[src/rtl/ibex_trace_buf_pkg.sv]
// Shared types for the retired-instruction trace buffer: record layout,
// capture modes and capture FSM states.
package ibex_trace_buf_pkg;

  // Record timestamp field is fixed width; narrower counters are zero-extended into it.
  localparam int unsigned TraceTsW = 32;

  typedef struct packed {
    logic [TraceTsW-1:0] ts;
    logic [31:0]         pc;
    logic [31:0]         insn;
    logic [4:0]          rd_addr;
    logic [31:0]         rd_wdata;
    logic                trap;
  } trace_rec_t;

  typedef enum logic [1:0] {
    MODE_STOP = 2'd0,
    MODE_WRAP = 2'd1,
    MODE_TRIG = 2'd2,
    MODE_RSVD = 2'd3
  } trace_mode_e;

  typedef enum logic [1:0] {
    IDLE    = 2'd0,
    ARMED   = 2'd1,
    CAPTURE = 2'd2
  } trace_state_e;

endpackage

[src/rtl/ibex_trace_buf_ram.sv]
// Flop-array storage for trace records: one synchronous write port and one
// asynchronous read port. Data is deliberately left unreset.
module ibex_trace_buf_ram #(
  parameter int unsigned Depth = 16,
  parameter int unsigned Width = 8,
  localparam int unsigned AW   = $clog2(Depth)
) (
  input  logic             clk_i,
  input  logic             we_i,
  input  logic [AW-1:0]    waddr_i,
  input  logic [Width-1:0] wdata_i,
  input  logic [AW-1:0]    raddr_i,
  output logic [Width-1:0] rdata_o
);

  logic [Width-1:0] mem [Depth];

  always_ff @(posedge clk_i) begin
    if (we_i) begin
      mem[waddr_i] <= wdata_i;
    end
  end

  assign rdata_o = mem[raddr_i];

endmodule

[src/rtl/ibex_trace_buf.sv]
// On-chip capture buffer for RVFI retirement records with STOP, WRAP and
// PC-triggered capture modes, drained through a first-word-fall-through port.
module ibex_trace_buf
  import ibex_trace_buf_pkg::*;
#(
  parameter int unsigned Depth      = 16,
  parameter int unsigned TimestampW = 32,
  parameter int unsigned DropCntW   = 16
) (
  input  logic                     clk_i,
  input  logic                     rst_ni,
  input  logic                     cfg_en_i,
  input  logic [1:0]               cfg_mode_i,
  input  logic [31:0]              cfg_trig_pc_i,
  input  logic                     clear_i,
  input  logic                     rvfi_valid_i,
  input  logic [31:0]              rvfi_pc_i,
  input  logic [31:0]              rvfi_insn_i,
  input  logic [4:0]               rvfi_rd_addr_i,
  input  logic [31:0]              rvfi_rd_wdata_i,
  input  logic                     rvfi_trap_i,
  output logic                     rd_valid_o,
  input  logic                     rd_ready_i,
  output trace_rec_t               rd_rec_o,
  output logic [$clog2(Depth):0]   level_o,
  output logic                     overflow_o,
  output logic [DropCntW-1:0]      drop_cnt_o,
  output logic [1:0]               state_o
);

  localparam int unsigned AW = $clog2(Depth);
  localparam int unsigned PW = AW + 1;
  localparam int unsigned RecW = $bits(trace_rec_t);

  trace_state_e          state_q;
  trace_mode_e           mode_q, mode_eff;
  logic                  en_q, en_rise, trig_hit;
  logic [PW-1:0]         wptr_q, rptr_q;
  logic [TimestampW-1:0] ts_q;
  logic                  overflow_q;
  logic [DropCntW-1:0]   drop_cnt_q;
  logic                  empty, full, push, pop, wrap_mode;
  logic                  drop_evt, do_write, rptr_inc;
  trace_rec_t            rec_in;
  logic [RecW-1:0]       ram_rdata;

  assign en_rise   = cfg_en_i & ~en_q;
  assign mode_eff  = en_rise ? trace_mode_e'(cfg_mode_i) : mode_q;
  assign trig_hit  = rvfi_valid_i && (rvfi_pc_i == cfg_trig_pc_i);
  assign empty     = (wptr_q == rptr_q);
  assign full      = (wptr_q[AW] != rptr_q[AW]) && (wptr_q[AW-1:0] == rptr_q[AW-1:0]);
  assign wrap_mode = (mode_q == MODE_WRAP);

  // The triggering instruction is captured in the same cycle that leaves ARMED.
  assign push = ~clear_i & rvfi_valid_i &
                ((state_q == CAPTURE) | ((state_q == ARMED) & trig_hit));
  assign pop  = ~clear_i & rd_ready_i & ~empty;

  assign drop_evt = push & full & ~pop;
  assign do_write = push & (~full | pop | wrap_mode);
  assign rptr_inc = pop | (drop_evt & wrap_mode);

  assign rec_in = '{
    ts:       TraceTsW'(ts_q),
    pc:       rvfi_pc_i,
    insn:     rvfi_insn_i,
    rd_addr:  rvfi_rd_addr_i,
    rd_wdata: rvfi_rd_wdata_i,
    trap:     rvfi_trap_i
  };

  always_ff @(posedge clk_i or negedge rst_ni) begin
    if (!rst_ni) begin
      state_q <= IDLE;
      mode_q  <= MODE_STOP;
      en_q    <= 1'b0;
    end else begin
      en_q <= cfg_en_i;
      if (en_rise) begin
        mode_q <= trace_mode_e'(cfg_mode_i);
      end
      if (!cfg_en_i) begin
        state_q <= IDLE;
      end else if (clear_i || en_rise) begin
        state_q <= (mode_eff == MODE_TRIG) ? ARMED : CAPTURE;
      end else if ((state_q == ARMED) && trig_hit) begin
        state_q <= CAPTURE;
      end
    end
  end

  always_ff @(posedge clk_i or negedge rst_ni) begin
    if (!rst_ni) begin
      wptr_q     <= '0;
      rptr_q     <= '0;
      overflow_q <= 1'b0;
      drop_cnt_q <= '0;
    end else if (clear_i) begin
      wptr_q     <= '0;
      rptr_q     <= '0;
      overflow_q <= 1'b0;
      drop_cnt_q <= '0;
    end else begin
      if (do_write) begin
        wptr_q <= wptr_q + 1'b1;
      end
      if (rptr_inc) begin
        rptr_q <= rptr_q + 1'b1;
      end
      if (drop_evt) begin
        overflow_q <= 1'b1;
        if (drop_cnt_q != '1) begin
          drop_cnt_q <= drop_cnt_q + 1'b1;
        end
      end
    end
  end

  always_ff @(posedge clk_i or negedge rst_ni) begin
    if (!rst_ni) begin
      ts_q <= '0;
    end else begin
      ts_q <= ts_q + 1'b1;
    end
  end

  ibex_trace_buf_ram #(
    .Depth (Depth),
    .Width (RecW)
  ) u_ram (
    .clk_i   (clk_i),
    .we_i    (do_write),
    .waddr_i (wptr_q[AW-1:0]),
    .wdata_i (rec_in),
    .raddr_i (rptr_q[AW-1:0]),
    .rdata_o (ram_rdata)
  );

  // Head is masked when empty so unwritten storage never leaks out after reset.
  assign rd_rec_o   = empty ? '0 : trace_rec_t'(ram_rdata);
  assign rd_valid_o = ~empty;
  assign level_o    = wptr_q - rptr_q;
  assign overflow_o = overflow_q;
  assign drop_cnt_o = drop_cnt_q;
  assign state_o    = state_q;

endmodule

[config.mk]
export PLATFORM = sky130hd
export DESIGN_NAME = ibex_trace_buf
export DESIGN_NICKNAME = d
export VERILOG_FILES = /design/src/rtl/ibex_trace_buf_pkg.sv /design/src/rtl/ibex_trace_buf_ram.sv /design/src/rtl/ibex_trace_buf.sv
export SDC_FILE = /design/constraint.sdc
export NUM_CORES = 2
export LEC_CHECK = 0
export BUFFER_PORTS_ARGS = -buffer_cell sky130_fd_sc_hd__buf_2
export CAP_MARGIN = 25
export CORE_UTILIZATION = 45
export DETAILED_ROUTE_END_ITERATION = 10
export GPL_ROUTABILITY_DRIVEN = 0
export GPL_TIMING_DRIVEN = 1
export REMOVE_ABC_BUFFERS = 1
export SYNTH_ARGS = -nofsm -noshare
export SYNTH_HDL_FRONTEND = slang
export SYNTH_SLANG_ARGS = --single-unit
[constraint.sdc]
create_clock -name clk_i -period 18.5 [get_ports clk_i]
set_clock_uncertainty 0.15 [all_clocks]
set_input_delay 4.625 -clock clk_i [delete_from_list [all_inputs] [get_ports clk_i]]
set_output_delay 4.625 -clock clk_i [all_outputs]
set_load 0.03 [all_outputs]
==> flow_summary.ini <==
[yosys]
ys_top_cells_by_count = edfxtp_1 (2144), mux4_2 (670), nor2b_1 (138)
synth_top_area_share_pct = 75.8
yosysUniqueCellTypes = 60
ys_seq_area_share_pct = 77.7
synth_area_per_cell_um2 = 24.3
netlist_instances = 3500
synth_most_common_cell = edfxtp_1
netlist_area_um2 = 84900
ys.warnings.count = 0
synthArstFlopShare_pct = 2.90
synth_enable_flop_cells = 2144
yosys-top-cells-area = edfxtp_1 (76%), mux4_2 (18%), dfrtp_1 (1.9%)
synth-seq-cells = 2208
yosys.area.top_type = edfxtp_1
ys.flop_type = edfxtp_1

[timing]
max_freq_mhz = 88.4
rsz0062_at_grt = no
slew_headroom_pct = 24.6
hold_viol = 0
setup_viol = 0
slew_viol_final = 0
post-route-min-period_ns = 11.31
setup_tns_ns = 0
fin_ws_ns = 7.19
fin_crit_sh_pct = 61.1
worst-slew-pin-transition_ns = 1.13

[drt]
first_iter_violations = 3474
via_per_inst = 5.80
first_pass_iters = 5
wl_per_cell_um = 30.0
routed_wl_um = 198000
drc = 0
vias = 38382
postRouteAntennaNets = 0

[clock_network]
post_cts_buffers = 0
clock_path_buffers = 3
cts_tree = built
clk_latency_ns = 0.85
hold_buffers = 0
cts.sinks = 2208
clockRootBuffer = clkbuf_16
post_cts_resized = 0
cts_max_level = 4
numCtsBuffers = 218
path_clk_slew_ns = 0.06

[global_route]
grt-busiest-layer = met2
antenna_found_initial = 28
grt_overflow = 0
use_met3_pct = 3.24
met1_usage_pct = 30.3
gr-usage-all-layers_pct = 20.9
grt_max_degree = 119
grt_pass1_vias = 39878
grt_pass1_wl_um = 286000
use_met2_pct = 33.2

[outcome]
status = finished, final reports clean

[setup_path]
required_ns = 13.73
arrival_ns = 6.53
slowest_stage = dfrtp_4
path_delay_family = buffers and inverters
path_cells = buf_4 > buf_4 > buf_4 > buf_4 > mux4_2 > mux4_2 > nor2b_1 > buf_2
endpoint_kind = output port
critPathKind = flip-flop to output port
path_buf_inv = 5
cp_common_cell = buf_4
cp_max_fo = 64
start_kind = flip-flop
critPathMaxStageDelay_ns = 0.91

[floorplanning]
num_rows = 159
die_y_um = 436
floorplan.initialDensity_pct = 45.3
coreArea_um2 = 188000
dieWidth_um = 436
io-pin-count = 301
die-area_um2 = 190000

[power]
peakVddDrop_uv = 88.9
power_leakage_nw = 30.4
power.density_nw_per_um2 = 105

[final_layout]
syn_to_final_growth_pct = 13.8
multi_input_area_um2 = 18200
regArea_um2 = 66000
drive_above_1_share_pct = 34.0
fin_nets = 4074
nFillCells = 14441

[placed_design]
port_buffers = 300
dp_slack_ns = 7.88
dpl.hpwl_um = 102000

[min_path]
hold_class = flip-flop to flip-flop

[job]
maxCapViolations = 0
layout make-up:
class	instances	area share (%)
clock buffer	293	6.11
multi-input combinational	1097	18.8
clock inverter	116	1.08
sequential	2208	68.3
antenna	8	0.0207
timing repair buffer	374	2.34
inverter	21	0.0893
tap	2495	3.23
path summary, 6_finish.rpt:
check,from,slack [ns],end,depth (start not counted)
min,mode_q[1]$_DFF_PN0_,0.36,mode_q[1]$_DFF_PN0_,2
min reg2reg,mode_q[1]$_DFF_PN0_,0.36,mode_q[1]$_DFF_PN0_,2
max in group asynchronous,rst_ni,13.72,rptr_q[1]$_DFFE_PN0P_,1
max reg2reg,state_o[1]$_DFFE_PN0P_,13.10,u_ram.mem[12][1]$_DFFE_PP_,9
max,rptr_q[1]$_DFFE_PN0P_,7.19,rd_rec_o[31],8
min in group asynchronous,rst_ni,3.76,drop_cnt_o[11]$_DFFE_PN0P_,1
metal layers:
layer,up-vias,share of wire (%)
li1,15846,-
met1,21011,43
met2,1237,49
met3,288,5.5
met4,0,2.2
met5,-,0
metrics by stage:
stage | util [%] | power, mW | hold slack (ns) | instance area (um^2) | cells
after floorplan | - | 5.86 | 0.312 | 84200 | 3326
final | 51.5 | 10.1 | 0.358 | 96600 | 6612
after global placement | 47.7 | 5.92 | 0.331 | 89500 | 6187
after CTS | 51.5 | 10.2 | 0.364 | 96500 | 6601
after detailed placement | 47.8 | 5.93 | 0.348 | 89600 | 6192
after global routing | 51.5 | 10.4 | 0.405 | 96600 | 6607
logic make-up (layout without fill, tap and decap cells):
| logic type | count (synthesis) | after routing | synth area share [%] |
|---|---|---|---|
| flops | 2208 | 2208 | 77.7 |
| buf+inv | 195 | 804 | 0.952 |
| xor+xnor | 76 | 76 | 0.793 |
| simple gates | 290 | 290 | 2.05 |
| compound gates | 41 | 41 | 0.432 |
| mux | 678 | 678 | 17.9 |
| other cells | 0 | 8 | 0 |
| fa+ha+maj | 12 | 12 | 0.186 |
placed cells by master (no fill, tap or decap), drive strengths merged, types with 11 or more instances in the layout:
| cell | count |
|---|---|
| clkbuf | 293 |
| edfxtp | 2144 |
| inv | 30 |
| dfrtp | 64 |
| nor3 | 11 |
| bufinv | 14 |
| mux4 | 670 |
| ha | 11 |
| xor2 | 42 |
| clkinv | 89 |
| xnor2 | 34 |
| nand2 | 23 |
| nand3 | 18 |
| buf | 374 |
| nor2b | 138 |
| nor2 | 27 |
| nand4 | 11 |
worst reg2reg max path: cells and delay by family, from the launching register on:
family,cells,cell delay (ns)
buffers and inverters,4,2.16
and+or+nand+nor,4,1.99
DFF,1,0.43
AOI/OAI and AO/OA,1,0.28
where the power goes:
group	switching, mW	total [mW]	leakage [nW]	internal (mW)
logic	0.213	0.330	6.41	0.117
registers	0.00590	5.48	20.6	5.48
clock network	1.86	4.29	3.42	2.44
flip-flops by register name (all words and copies together) (netlist names):
| register | count |
|---|---|
| ts_q | 32 |
| en_q | 1 |
| overflow_o | 1 |
| wptr_q | 5 |
| mode_q | 2 |
| u_ram.mem | 2144 |
| state_o | 2 |
| drop_cnt_o | 16 |
| rptr_q | 5 |
Power figures use the tool's default switching activity.
